## config.mk

```make
export PLATFORM = sky130hd
export DESIGN_NAME = id_ex_issue_flat
export DESIGN_NICKNAME = d
export VERILOG_FILES = /design/src/rtl/id_ex_issue_if.sv /design/src/rtl/id_ex_issue.sv /design/src/flat_wrapper.sv
export SDC_FILE = /design/constraint.sdc
export NUM_CORES = 1
export LEC_CHECK = 0
export ABC_CLOCK_PERIOD_IN_PS = 2400
export CAP_MARGIN = 20
export CELL_PAD_IN_SITES_DETAIL_PLACEMENT = 1
export CELL_PAD_IN_SITES_GLOBAL_PLACEMENT = 1
export CORE_ASPECT_RATIO = 0.8
export CORE_MARGIN = 4
export CORE_UTILIZATION = 25
export CTS_CLUSTER_DIAMETER = 40
export DETAILED_ROUTE_END_ITERATION = 16
export GPL_TIMING_DRIVEN = 0
export PLACE_DENSITY = 0.82
export SLEW_MARGIN = 0
export SYNTH_ARGS = -nofsm -noshare
export SYNTH_HDL_FRONTEND = slang
export SYNTH_SLANG_ARGS = --single-unit
```

## constraint.sdc

```tcl
create_clock -name clk -period 2.4 [get_ports clk]
set_input_delay 0.36 -clock clk [delete_from_list [all_inputs] [get_ports clk]]
set_output_delay 0.36 -clock clk [all_outputs]
set_load 0.02 [all_outputs]
```

## src/rtl/id_ex_issue_if.sv

```systemverilog
// Decode-to-issue bundle: id_* fields flow in from decode,
// ex_* fields are the registered ID/EX outputs feeding the ALU.
interface id_ex_issue_if #(
    parameter int CTRL_W = 16
);
    logic              id_valid;
    logic [31:0]       id_pc;
    logic [31:0]       id_imm;
    logic [4:0]        id_rs1;
    logic [4:0]        id_rs2;
    logic [4:0]        id_rd;
    logic [CTRL_W-1:0] id_ctrl;
    logic              id_mem_read;
    logic              id_reg_write;

    logic              ex_valid;
    logic [31:0]       ex_pc;
    logic [31:0]       ex_imm;
    logic [31:0]       ex_op1;
    logic [31:0]       ex_op2;
    logic [4:0]        ex_rs1;
    logic [4:0]        ex_rs2;
    logic [4:0]        ex_rd;
    logic [CTRL_W-1:0] ex_ctrl;
    logic              ex_mem_read;
    logic              ex_reg_write;

    modport master (
        output id_valid, id_pc, id_imm, id_rs1, id_rs2, id_rd,
        output id_ctrl, id_mem_read, id_reg_write,
        input  ex_valid, ex_pc, ex_imm, ex_op1, ex_op2,
        input  ex_rs1, ex_rs2, ex_rd, ex_ctrl,
        input  ex_mem_read, ex_reg_write
    );

    modport slave (
        input  id_valid, id_pc, id_imm, id_rs1, id_rs2, id_rd,
        input  id_ctrl, id_mem_read, id_reg_write,
        output ex_valid, ex_pc, ex_imm, ex_op1, ex_op2,
        output ex_rs1, ex_rs2, ex_rd, ex_ctrl,
        output ex_mem_read, ex_reg_write
    );
endinterface

```

## src/rtl/id_ex_issue.sv

```systemverilog
// ID/EX issue stage: operand bypass from EX/MEM/WB, one-bubble
// load-use interlock, branch flush and downstream freeze.
module id_ex_issue #(
    parameter int CTRL_W = 16,
    parameter int CNT_W  = 16
) (
    input  logic             clk,
    input  logic             rst_n,
    id_ex_issue_if.slave     bus,
    input  logic [31:0]      rf_rd0,
    input  logic [31:0]      rf_rd1,
    input  logic [31:0]      ex_alu_result,
    input  logic             mem_reg_write,
    input  logic [4:0]       mem_rd,
    input  logic [31:0]      mem_data,
    input  logic             wb_reg_write,
    input  logic [4:0]       wb_rd,
    input  logic [31:0]      wb_data,
    input  logic             flush,
    input  logic             ex_stall,
    output logic             id_stall,
    output logic [CNT_W-1:0] stall_cnt
);

    logic        ex_fwd;
    logic        hz;
    logic [31:0] op1;
    logic [31:0] op2;

    function automatic logic [31:0] pick(
        input logic [4:0]  s,
        input logic [31:0] rf,
        input logic        e_en,
        input logic [4:0]  e_rd,
        input logic [31:0] e_val,
        input logic        m_en,
        input logic [4:0]  m_rd,
        input logic [31:0] m_val,
        input logic        w_en,
        input logic [4:0]  w_rd,
        input logic [31:0] w_val
    );
        logic [31:0] r;
        if (s == 5'd0)
            r = 32'd0;
        else if (e_en && e_rd == s)
            r = e_val;
        else if (m_en && m_rd == s)
            r = m_val;
        else if (w_en && w_rd == s)
            r = w_val;
        else
            r = rf;
        return r;
    endfunction

    // hazard detection, stall request and bypassed operands
    always_comb begin
        ex_fwd = bus.ex_valid & bus.ex_reg_write & ~bus.ex_mem_read;
        hz = bus.id_valid & bus.ex_valid & bus.ex_mem_read
           & (bus.ex_rd != 5'd0)
           & ((bus.ex_rd == bus.id_rs1) | (bus.ex_rd == bus.id_rs2));
        id_stall = (hz & ~flush) | ex_stall;
        op1 = pick(bus.id_rs1, rf_rd0,
                   ex_fwd, bus.ex_rd, ex_alu_result,
                   mem_reg_write, mem_rd, mem_data,
                   wb_reg_write, wb_rd, wb_data);
        op2 = pick(bus.id_rs2, rf_rd1,
                   ex_fwd, bus.ex_rd, ex_alu_result,
                   mem_reg_write, mem_rd, mem_data,
                   wb_reg_write, wb_rd, wb_data);
    end

    // ID/EX register: freeze > flush > load-use bubble > issue
    always_ff @(posedge clk or negedge rst_n) begin
        if (!rst_n) begin
            bus.ex_valid     <= 1'b0;
            bus.ex_pc        <= '0;
            bus.ex_imm       <= '0;
            bus.ex_op1       <= '0;
            bus.ex_op2       <= '0;
            bus.ex_rs1       <= '0;
            bus.ex_rs2       <= '0;
            bus.ex_rd        <= '0;
            bus.ex_ctrl      <= '0;
            bus.ex_mem_read  <= 1'b0;
            bus.ex_reg_write <= 1'b0;
            stall_cnt        <= '0;
        end else if (!ex_stall) begin
            if (flush || hz) begin
                bus.ex_valid     <= 1'b0;
                bus.ex_pc        <= '0;
                bus.ex_imm       <= '0;
                bus.ex_op1       <= '0;
                bus.ex_op2       <= '0;
                bus.ex_rs1       <= '0;
                bus.ex_rs2       <= '0;
                bus.ex_rd        <= '0;
                bus.ex_ctrl      <= '0;
                bus.ex_mem_read  <= 1'b0;
                bus.ex_reg_write <= 1'b0;
                if (!flush && stall_cnt != {CNT_W{1'b1}})
                    stall_cnt <= stall_cnt + CNT_W'(1);
            end else begin
                bus.ex_valid     <= bus.id_valid;
                bus.ex_pc        <= bus.id_pc;
                bus.ex_imm       <= bus.id_imm;
                bus.ex_op1       <= op1;
                bus.ex_op2       <= op2;
                bus.ex_rs1       <= bus.id_rs1;
                bus.ex_rs2       <= bus.id_rs2;
                bus.ex_rd        <= bus.id_rd;
                bus.ex_ctrl      <= bus.id_ctrl;
                bus.ex_mem_read  <= bus.id_valid & bus.id_mem_read;
                bus.ex_reg_write <= bus.id_valid & bus.id_reg_write;
            end
        end
    end

endmodule
```

## src/flat_wrapper.sv

```systemverilog
// flat-port wrapper written by rule: the top's interface ports become plain ports
module id_ex_issue_flat 
#(
    parameter int CTRL_W = 16,
    parameter int CNT_W  = 16
)
  (clk, rst_n, rf_rd0, rf_rd1, ex_alu_result, mem_reg_write, mem_rd, mem_data, wb_reg_write, wb_rd, wb_data, flush, ex_stall, id_stall, stall_cnt, bus_id_valid, bus_id_pc, bus_id_imm, bus_id_rs1, bus_id_rs2, bus_id_rd, bus_id_ctrl, bus_id_mem_read, bus_id_reg_write, bus_ex_valid, bus_ex_pc, bus_ex_imm, bus_ex_op1, bus_ex_op2, bus_ex_rs1, bus_ex_rs2, bus_ex_rd, bus_ex_ctrl, bus_ex_mem_read, bus_ex_reg_write);
  id_ex_issue_if #(.CTRL_W(CTRL_W)) bus_i ();
  input  logic clk;
  input  logic rst_n;
  input  logic [31:0] rf_rd0;
  input  logic [31:0] rf_rd1;
  input  logic [31:0] ex_alu_result;
  input  logic mem_reg_write;
  input  logic [4:0] mem_rd;
  input  logic [31:0] mem_data;
  input  logic wb_reg_write;
  input  logic [4:0] wb_rd;
  input  logic [31:0] wb_data;
  input  logic flush;
  input  logic ex_stall;
  output logic id_stall;
  output logic [CNT_W-1:0] stall_cnt;
  input wire logic [$bits(bus_i.id_valid)-1:0] bus_id_valid;
  input wire logic [$bits(bus_i.id_pc)-1:0] bus_id_pc;
  input wire logic [$bits(bus_i.id_imm)-1:0] bus_id_imm;
  input wire logic [$bits(bus_i.id_rs1)-1:0] bus_id_rs1;
  input wire logic [$bits(bus_i.id_rs2)-1:0] bus_id_rs2;
  input wire logic [$bits(bus_i.id_rd)-1:0] bus_id_rd;
  input wire logic [$bits(bus_i.id_ctrl)-1:0] bus_id_ctrl;
  input wire logic [$bits(bus_i.id_mem_read)-1:0] bus_id_mem_read;
  input wire logic [$bits(bus_i.id_reg_write)-1:0] bus_id_reg_write;
  output wire logic [$bits(bus_i.ex_valid)-1:0] bus_ex_valid;
  output wire logic [$bits(bus_i.ex_pc)-1:0] bus_ex_pc;
  output wire logic [$bits(bus_i.ex_imm)-1:0] bus_ex_imm;
  output wire logic [$bits(bus_i.ex_op1)-1:0] bus_ex_op1;
  output wire logic [$bits(bus_i.ex_op2)-1:0] bus_ex_op2;
  output wire logic [$bits(bus_i.ex_rs1)-1:0] bus_ex_rs1;
  output wire logic [$bits(bus_i.ex_rs2)-1:0] bus_ex_rs2;
  output wire logic [$bits(bus_i.ex_rd)-1:0] bus_ex_rd;
  output wire logic [$bits(bus_i.ex_ctrl)-1:0] bus_ex_ctrl;
  output wire logic [$bits(bus_i.ex_mem_read)-1:0] bus_ex_mem_read;
  output wire logic [$bits(bus_i.ex_reg_write)-1:0] bus_ex_reg_write;
  assign bus_i.id_valid = bus_id_valid;
  assign bus_i.id_pc = bus_id_pc;
  assign bus_i.id_imm = bus_id_imm;
  assign bus_i.id_rs1 = bus_id_rs1;
  assign bus_i.id_rs2 = bus_id_rs2;
  assign bus_i.id_rd = bus_id_rd;
  assign bus_i.id_ctrl = bus_id_ctrl;
  assign bus_i.id_mem_read = bus_id_mem_read;
  assign bus_i.id_reg_write = bus_id_reg_write;
  assign bus_ex_valid = bus_i.ex_valid;
  assign bus_ex_pc = bus_i.ex_pc;
  assign bus_ex_imm = bus_i.ex_imm;
  assign bus_ex_op1 = bus_i.ex_op1;
  assign bus_ex_op2 = bus_i.ex_op2;
  assign bus_ex_rs1 = bus_i.ex_rs1;
  assign bus_ex_rs2 = bus_i.ex_rs2;
  assign bus_ex_rd = bus_i.ex_rd;
  assign bus_ex_ctrl = bus_i.ex_ctrl;
  assign bus_ex_mem_read = bus_i.ex_mem_read;
  assign bus_ex_reg_write = bus_i.ex_reg_write;
  id_ex_issue #(.CTRL_W(CTRL_W), .CNT_W(CNT_W)) u_core (.clk(clk), .rst_n(rst_n), .bus(bus_i), .rf_rd0(rf_rd0), .rf_rd1(rf_rd1), .ex_alu_result(ex_alu_result), .mem_reg_write(mem_reg_write), .mem_rd(mem_rd), .mem_data(mem_data), .wb_reg_write(wb_reg_write), .wb_rd(wb_rd), .wb_data(wb_data), .flush(flush), .ex_stall(ex_stall), .id_stall(id_stall), .stall_cnt(stall_cnt));
endmodule
```

==> impl_metrics.json, run 1 <==
{
  "status": "finished with violations",
  "violations": "negative setup slack",
  "synth_top_cell_by_area": "dfrtp_1",
  "endpoint_kind": "output pin",
  "hpwl_mm": 37.5,
  "max-cap-violations": 0,
  "start_util_pct": 25.6,
  "grt_pass1_wl_mm": 69.0,
  "core_area_mm2": 0.0350,
  "post-route-util_pct": 42.7,
  "hold_depth": 2,
  "nets": 1664,
  "yosysMostFrequentCell": "dfrtp_1",
  "rsz0062_at_grt": "true",
  "die_area_mm2": 0.0390,
  "crit_type": "flop to output pin",
  "std_cell_rows": 61,
  "vias_per_cell": 5.22,
  "ff2ff_path_depth": 12,
  "fin_crit_sh_pct": 107,
  "slew_viol_final": 0,
  "drcViolationCount": 0,
  "worst_pin_slew_ns": 0.752,
  "vias": 9796,
  "antenna_left": 0,
  "setup-tns-final_ns": -1.71,
  "track_usage_pct": 23.6,
  "cts_buffers": 17,
  "port_buffers": 441,
  "p_comb_share_pct": 25.0,
  "synth_common_cells": "178 x dfrtp_1, 118 x o21ai_0, 105 x nand2_1, 96 x a22o_1, 81 x clkbuf_1",
  "clock_skew_ns": 0.0153,
  "cts_tree": "done",
  "p_int_uw": 5810,
  "place_ws_ns": -1.28,
  "cts_num_sinks": 178,
  "dr.pass1.iters": 5,
  "setup_viol": 79,
  "synth.yosys.seq_area_share_pct": 49.7,
  "yosys_register_bits": 178,
  "cp_max_fo": 4,
  "synthCells": 905,
  "r2r_start": "u_core.bus.ex_rd[3]",
  "hold_viol": 0,
  "synth_ff_type": "dfrtp_1",
  "p_leak_uw": 0.00612,
  "vdd.ir_drop.worst_mv": 0.333,
  "critPathRequiredTime_ns": 2.04,
  "dr.first_iter.drc_count": 621,
  "netlist_top_cells_area": "dfrtp_1 50%, a22o_1 9.4%, o21ai_0 6.6%",
  "postSynthAreaPerCell_um2": 9.91,
  "overflow": 0,
  "grt_max_degree": 108,
  "grt_pass1_vias": 10500,
  "io_pins": 453,
  "clock.fmax_mhz": 388,
  "whs_ns": 0.379,
  "clk_pin_slew_ns": 0.09,
  "die_width_um": 220,
  "worst_slack_ns": -0.178,
  "syn_to_final_growth_pct": 67.0,
  "routed_wl_mm": 47.5,
  "worstHoldStart": "bus_id_rs1[2]",
  "switching_power_uw": 2710,
  "cts_max_level": 4,
  "crit_arrival_ns": 2.22,
  "drive_gt1_share_pct": 7.42,
  "start_kind": "flop",
  "slew_headroom_pct": 49.8,
  "hp-class": "primary input to flop",
  "cts_root_buf": "clkbuf_16",
  "synth-edff-count": 0,
  "routabilityCongestion": 0.916,
  "r2r_slack_ns": -0.04,
  "switching_share_pct": 31.8,
  "syn_nets": 1180,
  "clock_latency_ns": 0.45,
  "synth_top_area_share_pct": 49.7,
  "p_per_area_mw_per_mm2": 569,
  "synth.distinct_cells": 34,
  "synthArstFlopShare_pct": 100,
  "min_period_ns": 2.58,
  "antenna_found_initial": 5,
  "die_h_um": 177,
  "ys_warn_count": 0,
  "critPathLaunch": "u_core.bus.ex_rd[3]",
  "p_seq_share_pct": 39.6,
  "cts_max_path_buffers": 2,
  "wl_per_cell_um": 25.3,
  "clockPowerShare_pct": 35.4,
  "synth_area_mm2": 0.00896
}
-- cells in the final DEF (no fill, tap or decap), types with 4 or more instances in the layout --
master / synthesis / layout
a22o_1: 96 / 96
nor3_1: 9 / 9
inv_1: 6 / 6
a22oi_1: 64 / 64
diode_2: 0 / 4
clkdlybuf4s50_1: 0 / 439
nand2_1: 105 / 104
nand3_1: 12 / 9
dfrtp_1: 178 / 175
nor4_1: 10 / 9
buf_4: 0 / 25
o21a_1: 64 / 64
clkbuf_16: 0 / 17
o21ai_1: 10 / 10
o21ai_0: 118 / 118
xnor2_1: 19 / 19
nor2_1: 7 / 5
clkinv_8: 0 / 4
clkbuf_2: 0 / 13
buf_6: 5 / 10
clkbuf_1: 81 / 61
xor2_1: 26 / 26
o211ai_1: 64 / 64
-- final timing paths --
| path | endpoint |
|---|---|
| min reg2reg | u_core.bus.ex_op2[7] |
| max in group asynchronous | u_core.bus.ex_imm[21] |
| max reg2reg | u_core.bus.ex_pc[28] |
| min | u_core.bus.ex_rs1[2] |
| min in group asynchronous | u_core.stall_cnt[13] |
| max | id_stall |
-- critical path, cell delays in order (launching register included) --
cell	delay (ns)
dfrtp_2	0.45
or4_4	0.56
o2111ai_4	0.21
a21o_1	0.13
buf_6	0.12
buf_8	0.09
o21bai_1	0.05
buf_4	0.16
-- per-stage QoR --
step                      power (uW)  instance area, um^2  cells
after global placement          5450                14000   1818
after floorplan                 4200                 8960    905
after detailed placement        5500                14000   1819
after CTS                       8560                14900   1867
final                           8520                15000   1878
after global routing            8860                15000   1877
-- cell type report --
cell class | count | area [um^2]
diodes | 4 | 10.0
plain buffers | 94 | 508
clock buffers | 17 | 425
clock inverters | 15 | 201
fillers | 3895 | 20100
inverters | 6 | 22.5
multi-input cells | 627 | 4140
flip-flops and latches | 178 | 4460
well taps | 472 | 591
repair buffers | 465 | 4620
-- routing by layer --
| layer | global-route usage, % | share of wire (%) |
|---|---|---|
| met2 | 38.9 | 47 |
| met4 | 5.73 | 2.2 |
| met1 | 30.3 | 43 |
| met3 | 7.21 | 7.4 |
| met5 | 0 | 0.027 |
-- state kept, by name, indices dropped and copies added, names as in the netlist --
register and cells:
u_core.bus.ex_ctrl 16, u_core.bus.ex_reg_write 1, u_core.bus.ex_rs1 5, u_core.stall_cnt 16, u_core.bus.ex_rs2 5, u_core.bus.ex_rd 5
u_core.bus.ex_op1 32, u_core.bus.ex_op2 32, u_core.bus.ex_imm 32, u_core.bus.ex_valid 1, u_core.bus.ex_pc 32, u_core.bus.ex_mem_read 1
-- kinds of logic (layout without fill, tap and decap cells) --
family	after synthesis	in the layout	synth area share, %
AOI/OAI and AO/OA	424	424	33.3
DFF	178	178	49.7
and+or+nand+nor	156	156	7.62
buffers and inverters	100	597	4.72
xor gates and xnor gates	45	45	4.40
adders and majority gates	1	1	0.140
muxes	1	1	0.126
other	0	4	0
-- power by group through the flow --
| stage | Sequential [uW] | Combinational (uW) | Clock, uW |
|---|---|---|---|
| 2_1_floorplan | 3680 | 524 | 0 |
| 3_3_place_gp | 3420 | 2030 | 0 |
| 3_5_place_dp | 3430 | 2080 | 0 |
| 4_1_cts | 3370 | 2120 | 3080 |
| 5_1_grt | 3400 | 2250 | 3210 |
| 6_report | 3370 | 2130 | 3020 |
-- repair_timing --
| action | 4_1_cts | 5_1_grt |
|---|---|---|
| endpoints found under the hold margin | 71 | 0 |
| gates resized for setup | 49 | 22 |
| hold buffers | 1 | 0 |
| setup endpoints to repair | 131 | 160 |
| buffers inserted | 15 | 7 |
| pin swaps | 5 | 4 |
Power figures use the tool's default switching activity.
==> inputs of run 2 (changes only) <==
--- a/config.mk
+++ b/config.mk
@@ -15,7 +15,7 @@
 export CTS_CLUSTER_DIAMETER = 40
 export DETAILED_ROUTE_END_ITERATION = 16
 export GPL_TIMING_DRIVEN = 0
-export PLACE_DENSITY = 0.82
+export PLACE_DENSITY_LB_ADDON = 0.1
 export SLEW_MARGIN = 0
 export SYNTH_ARGS = -nofsm -noshare
 export SYNTH_HDL_FRONTEND = slang
==> run 2 against run 1 <==
The flow still finishes with violations (negative setup slack). Clock power fell by 1%. Register-to-register slack improved by 0.13 ns. Via count fell by 2.0%. Clock skew fell by 0.0046 ns. Combinational power barely moved. Non-clock buffer count fell by 10. Design area fell by 0.79%. Total power fell by 0.91%. Maximum frequency rose by 1.5%. Critical path type unchanged.
==> impl_metrics.json, run 2 (synthesis results as in run 1) <==
{
  "final_common_cell": "clkdlybuf4s50_1",
  "drive_gt1_share_pct": 7.54,
  "die_h_um": 177,
  "nets": 1654,
  "rsz0062_at_grt": "true",
  "clk_pin_slew_ns": 0.07,
  "hpwl_mm": 36.9,
  "hp-class": "primary input to flop",
  "cts_max_path_buffers": 2,
  "crit_end": "id_stall",
  "placed_cell_area_mm2": 0.0140,
  "vias_per_cell": 5.14,
  "die_width_um": 220,
  "post-route-util_pct": 42.4,
  "io_pins": 453,
  "worst_slack_ns": -0.140,
  "mostFrequentLayoutCells": "439 x clkdlybuf4s50_1, 175 x dfrtp_1, 118 x o21ai_0",
  "endpoint_kind": "output pin",
  "clock.fmax_mhz": 394,
  "ff2ff_path_depth": 10,
  "grt_max_degree": 112,
  "worst_pin_slew_ns": 0.666,
  "grt_pass1_vias": 10200,
  "cts_tree": "done",
  "hold_viol": 0,
  "drcViolationCount": 0,
  "die_area_mm2": 0.0390,
  "worstHoldStart": "bus_id_rs1[3]",
  "fin_crit_sh_pct": 106,
  "antenna_found_initial": 14,
  "syn_to_final_growth_pct": 65.7,
  "worstReg2RegEnd": "u_core.bus.ex_imm[15]",
  "setup_viol": 1,
  "setup-tns-final_ns": -0.140,
  "finalInstanceArea_mm2": 0.0149,
  "critPathLaunch": "u_core.bus.ex_rd[2]",
  "core_area_mm2": 0.0350,
  "track_usage_pct": 23.7,
  "status": "finished with violations",
  "dr.pass1.iters": 5,
  "crit_arrival_ns": 2.18,
  "r2r_slack_ns": 0.09,
  "r2r_start": "u_core.bus.ex_rd[2]",
  "dr.first_iter.drc_count": 503,
  "start_kind": "flop",
  "slew_viol_final": 0,
  "routed_wl_mm": 47.4,
  "cp_max_fo": 4,
  "wl_per_cell_um": 25.4,
  "p_per_area_mw_per_mm2": 568,
  "port_buffers": 441,
  "grt_pass1_wl_mm": 69.0,
  "violations": "negative setup slack",
  "antenna_left": 0,
  "max-cap-violations": 0,
  "std_cell_rows": 61,
  "slew_headroom_pct": 55.6,
  "cts_max_level": 4,
  "critPathRequiredTime_ns": 2.04,
  "numPlacedInstances": 1819,
  "cts_root_buf": "clkbuf_16",
  "finalPower_uw": 8440,
  "cts_num_sinks": 178,
  "crit_type": "flop to output pin",
  "finalNonFillerCells": 1867,
  "routabilityCongestion": 0.872,
  "clock_latency_ns": 0.46,
  "cts_buffers": 17,
  "vias": 9604,
  "min_period_ns": 2.54,
  "p_leak_uw": 0.00608,
  "overflow": 0,
  "vdd.ir_drop.worst_mv": 0.377,
  "clock_skew_ns": 0.0107,
  "start_util_pct": 25.6
}
## run 2: changes by cell type in the layout (fill, tap and decap cells not counted), moves of 3 or more
| cell | change |
|---|---|
| clkbuf_1 | -7 |
| buf_6 | -7 |
| clkbuf_4 | +3 |
| clkbuf_2 | +8 |
| buf_4 | -11 |
| buf_2 | +4 |
## run 2: cell type report
type / instances / area, um^2
Multi-Input combinational cell: 627 / 4150
Tap cell: 472 / 591
Sequential cell: 178 / 4460
Buffer: 93 / 455
Clock buffer: 17 / 425
Clock inverter: 15 / 179
Inverter: 6 / 22.5
Timing Repair Buffer: 456 / 4570
Fill cell: 3909 / 20200
Antenna cell: 3 / 7.51
## run 2: worst min-delay path by stage
stage / endpoint / slack [ns] / cells after the start
after floorplan: u_core.bus.ex_ctrl[0] / 0.06 / 0
after global placement: u_core.bus.ex_op2[8] / 0.46 / 2
after detailed placement: u_core.bus.ex_ctrl[6] / 0.38 / 1
after CTS: u_core.bus.ex_rs1[3] / 0.35 / 2
after global routing: u_core.bus.ex_rs1[3] / 0.36 / 2
final: u_core.bus.ex_rs1[3] / 0.37 / 2
## run 2: where the power goes
| part | switching [uW] | leakage, uW | internal [uW] |
|---|---|---|---|
| clock network | 1480 | 0.000294 | 1500 |
| logic | 1050 | 0.00346 | 1060 |
| registers | 141 | 0.00233 | 3220 |
| total | 2670 | 0.00608 | 5780 |
## run 2: metal layers
metal / vias to the layer above / GRT usage, % / share of wire (%)
li1: 4328 / - / -
met1: 4939 / 31.5 / 44
met2: 267 / 38.9 / 47
met3: 46 / 7.26 / 6.5
met4: 24 / 3.90 / 1.1
met5: - / 0 / 0.34
## run 2: what timing repair did
action	in CTS	in global routing
hold buffers	1	0
setup buffers	7	6
pin swaps	1	6
endpoints found under the hold margin	67	0
setup endpoints to repair	77	165
resized for setup	33	50
## run 2: critical path, stage by stage, from the launching register on
cell and delay, ns:
dfrtp_2 0.45, xor2_1 0.17, nor2_1 0.18, nand4_1 0.19
a21o_4 0.30, buf_8 0.13, o21bai_1 0.15, buf_4 0.16
## run 2: through the flow
stage | hold WS [ns] | setup WS (ns)
after floorplan | 0.0644 | 0.287
after global placement | 0.464 | -7.47
after detailed placement | 0.380 | -1.50
after CTS | 0.351 | -0.217
after global routing | 0.364 | -0.261
final | 0.366 | -0.140
==> inputs of run 3 (changes only) <==
--- a/config.mk
+++ b/config.mk
@@ -10,9 +10,10 @@
 export CELL_PAD_IN_SITES_DETAIL_PLACEMENT = 1
 export CELL_PAD_IN_SITES_GLOBAL_PLACEMENT = 1
 export CORE_ASPECT_RATIO = 0.8
-export CORE_MARGIN = 4
+export CORE_MARGIN = 3
 export CORE_UTILIZATION = 25
 export CTS_CLUSTER_DIAMETER = 40
+export CTS_CLUSTER_SIZE = 30
 export DETAILED_ROUTE_END_ITERATION = 16
 export GPL_TIMING_DRIVEN = 0
 export PLACE_DENSITY_LB_ADDON = 0.1
==> run 3 against run 2 <==
The flow still finishes with violations (negative setup slack). Sequential power about the same. Maximum frequency decreased by 4.9%. Core utilization increased by 1.2 points. Setup slack got worse by 0.13 ns. Via count about the same. Design area increased by 2.8%. Global-route usage increased by 0.20 points. Combinational power increased by 4%. Largest cell class unchanged.
==> impl_metrics.json, run 3 (synthesis results as in run 1) <==
{
  "status": "finished with violations",
  "violations": "negative setup slack",
  "cts_root_buf": "clkbuf_16",
  "use_met1_pct": 31.5,
  "clockPowerShare_pct": 35.8,
  "vias_per_cell": 5.09,
  "mostFrequentLayoutCells": "439 x clkdlybuf4s50_1, 175 x dfrtp_1, 118 x o21ai_0",
  "die_area_mm2": 0.0382,
  "setup_viol": 109,
  "clock.fmax_mhz": 374,
  "crit_type": "flop to output pin",
  "path_delay_family": "buffers and inverters",
  "slowest_delay_ns": 0.43,
  "routabilityCongestion": 0.874,
  "hpwl_mm": 36.5,
  "die_h_um": 175,
  "p_seq_share_pct": 38.9,
  "cpMostUsedCell": "buf_4",
  "critPathRequiredTime_ns": 2.04,
  "vias": 9605,
  "wl_per_cell_um": 25.0,
  "top_usage_layer": "met2",
  "routed_wl_mm": 47.1,
  "cts_tree": "done",
  "finalPower_uw": 8630,
  "cts_buffers": 17,
  "start_util_pct": 25.6,
  "p_per_area_mw_per_mm2": 565,
  "antenna_found_initial": 15,
  "die_width_um": 218,
  "core_area_mm2": 0.0350,
  "slowest_stage": "dfrtp_2",
  "hold_viol": 0,
  "endpoint_kind": "output pin",
  "p_leak_uw": 0.00626,
  "grt_pass1_wl_mm": 68.3,
  "start_kind": "flop",
  "switching_share_pct": 31.1,
  "p_int_uw": 5940,
  "slew_viol_final": 0,
  "placed_cell_area_mm2": 0.0140,
  "max-cap-violations": 0,
  "dr.first_iter.drc_count": 544,
  "rsz0062_at_grt": "true",
  "cts_max_level": 4,
  "overflow": 0,
  "track_usage_pct": 23.9,
  "hp-class": "primary input to flop",
  "grt_pass1_vias": 10200,
  "final_common_cell": "clkdlybuf4s50_1",
  "fin_crit_sh_pct": 111,
  "finalInstanceArea_mm2": 0.0153,
  "min_period_ns": 2.67,
  "p_comb_share_pct": 25.3,
  "crit_buf_inv": 4,
  "drcViolationCount": 0,
  "drive_gt1_share_pct": 8.20,
  "cts_num_sinks": 178,
  "worst_slack_ns": -0.270,
  "use_met3_pct": 7.23,
  "cts_max_path_buffers": 2,
  "std_cell_rows": 61,
  "port_buffers": 441,
  "path_cells": "buf_4 > xor2_1 > nor2_1 > nand4_1 > a21o_1 > buf_6 > buf_8 > o21bai_1 > buf_4",
  "worst_pin_slew_ns": 0.685,
  "slew_headroom_pct": 54.4,
  "io_pins": 453,
  "syn_to_final_growth_pct": 70.4,
  "clk_pin_slew_ns": 0.08,
  "clock_skew_ns": 0.0188,
  "globalRouteMet2Util_pct": 38.6,
  "switching_power_uw": 2690,
  "antenna_left": 0,
  "grt_max_degree": 114,
  "nets": 1676,
  "clock_latency_ns": 0.45,
  "dr.pass1.iters": 5,
  "vdd.ir_drop.worst_mv": 0.334,
  "crit_arrival_ns": 2.31,
  "cp_max_fo": 4
}
==> run 3: cell count changes in the layout (fill, tap and decap cells not counted), moves of 2 or more <==
cell	previous run	this run
clkinv_8	2	5
nand2_1	103	105
buf_6	3	5
clkbuf_1	54	60
nor2_2	2	0
buf_2	7	2
clkbuf_16	17	25
nand2_2	2	0
inv_8	5	2
clkbuf_2	21	15
buf_8	4	12
buf_4	14	23
nor2_1	4	6
==> run 3: layer usage <==
| layer | vias up | wire length [um] |
|---|---|---|
| met2 | 312 | 21900 |
| met1 | 4830 | 20900 |
| met3 | 60 | 3370 |
| li1 | 4377 | - |
| met5 | - | 161 |
| met4 | 26 | 845 |
==> run 3: path summary, 6_finish.rpt <==
kind	end	cells after the start	slack, ns	from
worst min-delay path	u_core.bus.ex_rs1[2]	2	0.35	bus_id_rs1[2]
worst max-delay path	id_stall	9	-0.27	u_core.bus.ex_rd[3]
max in group asynchronous	u_core.bus.ex_rd[0]	3	0.92	rst_n
min in group asynchronous	u_core.bus.ex_op1[21]	2	0.43	rst_n
worst max register to register	u_core.bus.ex_reg_write	13	-0.26	u_core.bus.ex_rd[3]
worst min register to register	u_core.bus.ex_op2[14]	2	0.49	u_core.bus.ex_op2[14]
==> run 3: power by group through the flow <==
stage | Sequential, uW | Combinational [uW] | Clock (uW)
finish | 3360 | 2180 | 3080
global route | 3390 | 2320 | 3280
floorplan | 3680 | 524 | 0
global placement | 3410 | 2060 | 0
CTS | 3360 | 2130 | 3150
detailed placement | 3420 | 2080 | 0
==> run 3: area by class of cell <==
class	instances	area (um^2)
clock buffer	17	425
antenna	2	5.00
inverter	6	22.5
fill	3908	19800
buffer	92	507
clock inverter	15	215
timing repair buffer	479	4910
sequential	178	4460
multi-input combinational	627	4140
tap	472	591
==> run 3: repair_timing <==
item	in CTS	in global routing
endpoints found under the hold margin	65	0
pin swaps	6	3
hold buffers	1	0
gates cloned	0	8
buffers inserted	17	11
gates resized for setup	45	42
endpoints found under the setup margin	157	148
==> run 3: worst reg2reg max path: stages, from the launching register on <==
cell,delay (ns)
dfrtp_2,0.43
buf_4,0.14
xor2_1,0.15
nor2_1,0.21
nand4_1,0.18
a21o_1,0.23
buf_6,0.13
buf_4,0.13
buf_6,0.13
and2b_1,0.17
buf_8,0.15
buf_12,0.15
buf_4,0.13
a32o_1,0.24
==> run 3: stage by stage <==
step	worst slack (ns)	utilization, %	hold slack (ns)	TNS [ns]	instances
2_1_floorplan	0.287	-	0.0644	0	905
3_3_place_gp	-7.30	39.9	0.468	-1335.87	1818
3_5_place_dp	-1.48	40.0	0.356	-44.59	1819
4_1_cts	-0.246	42.5	0.338	-0.704	1869
5_1_grt	-0.425	43.6	0.354	-37.60	1888
6_report	-0.270	43.6	0.354	-18.49	1888
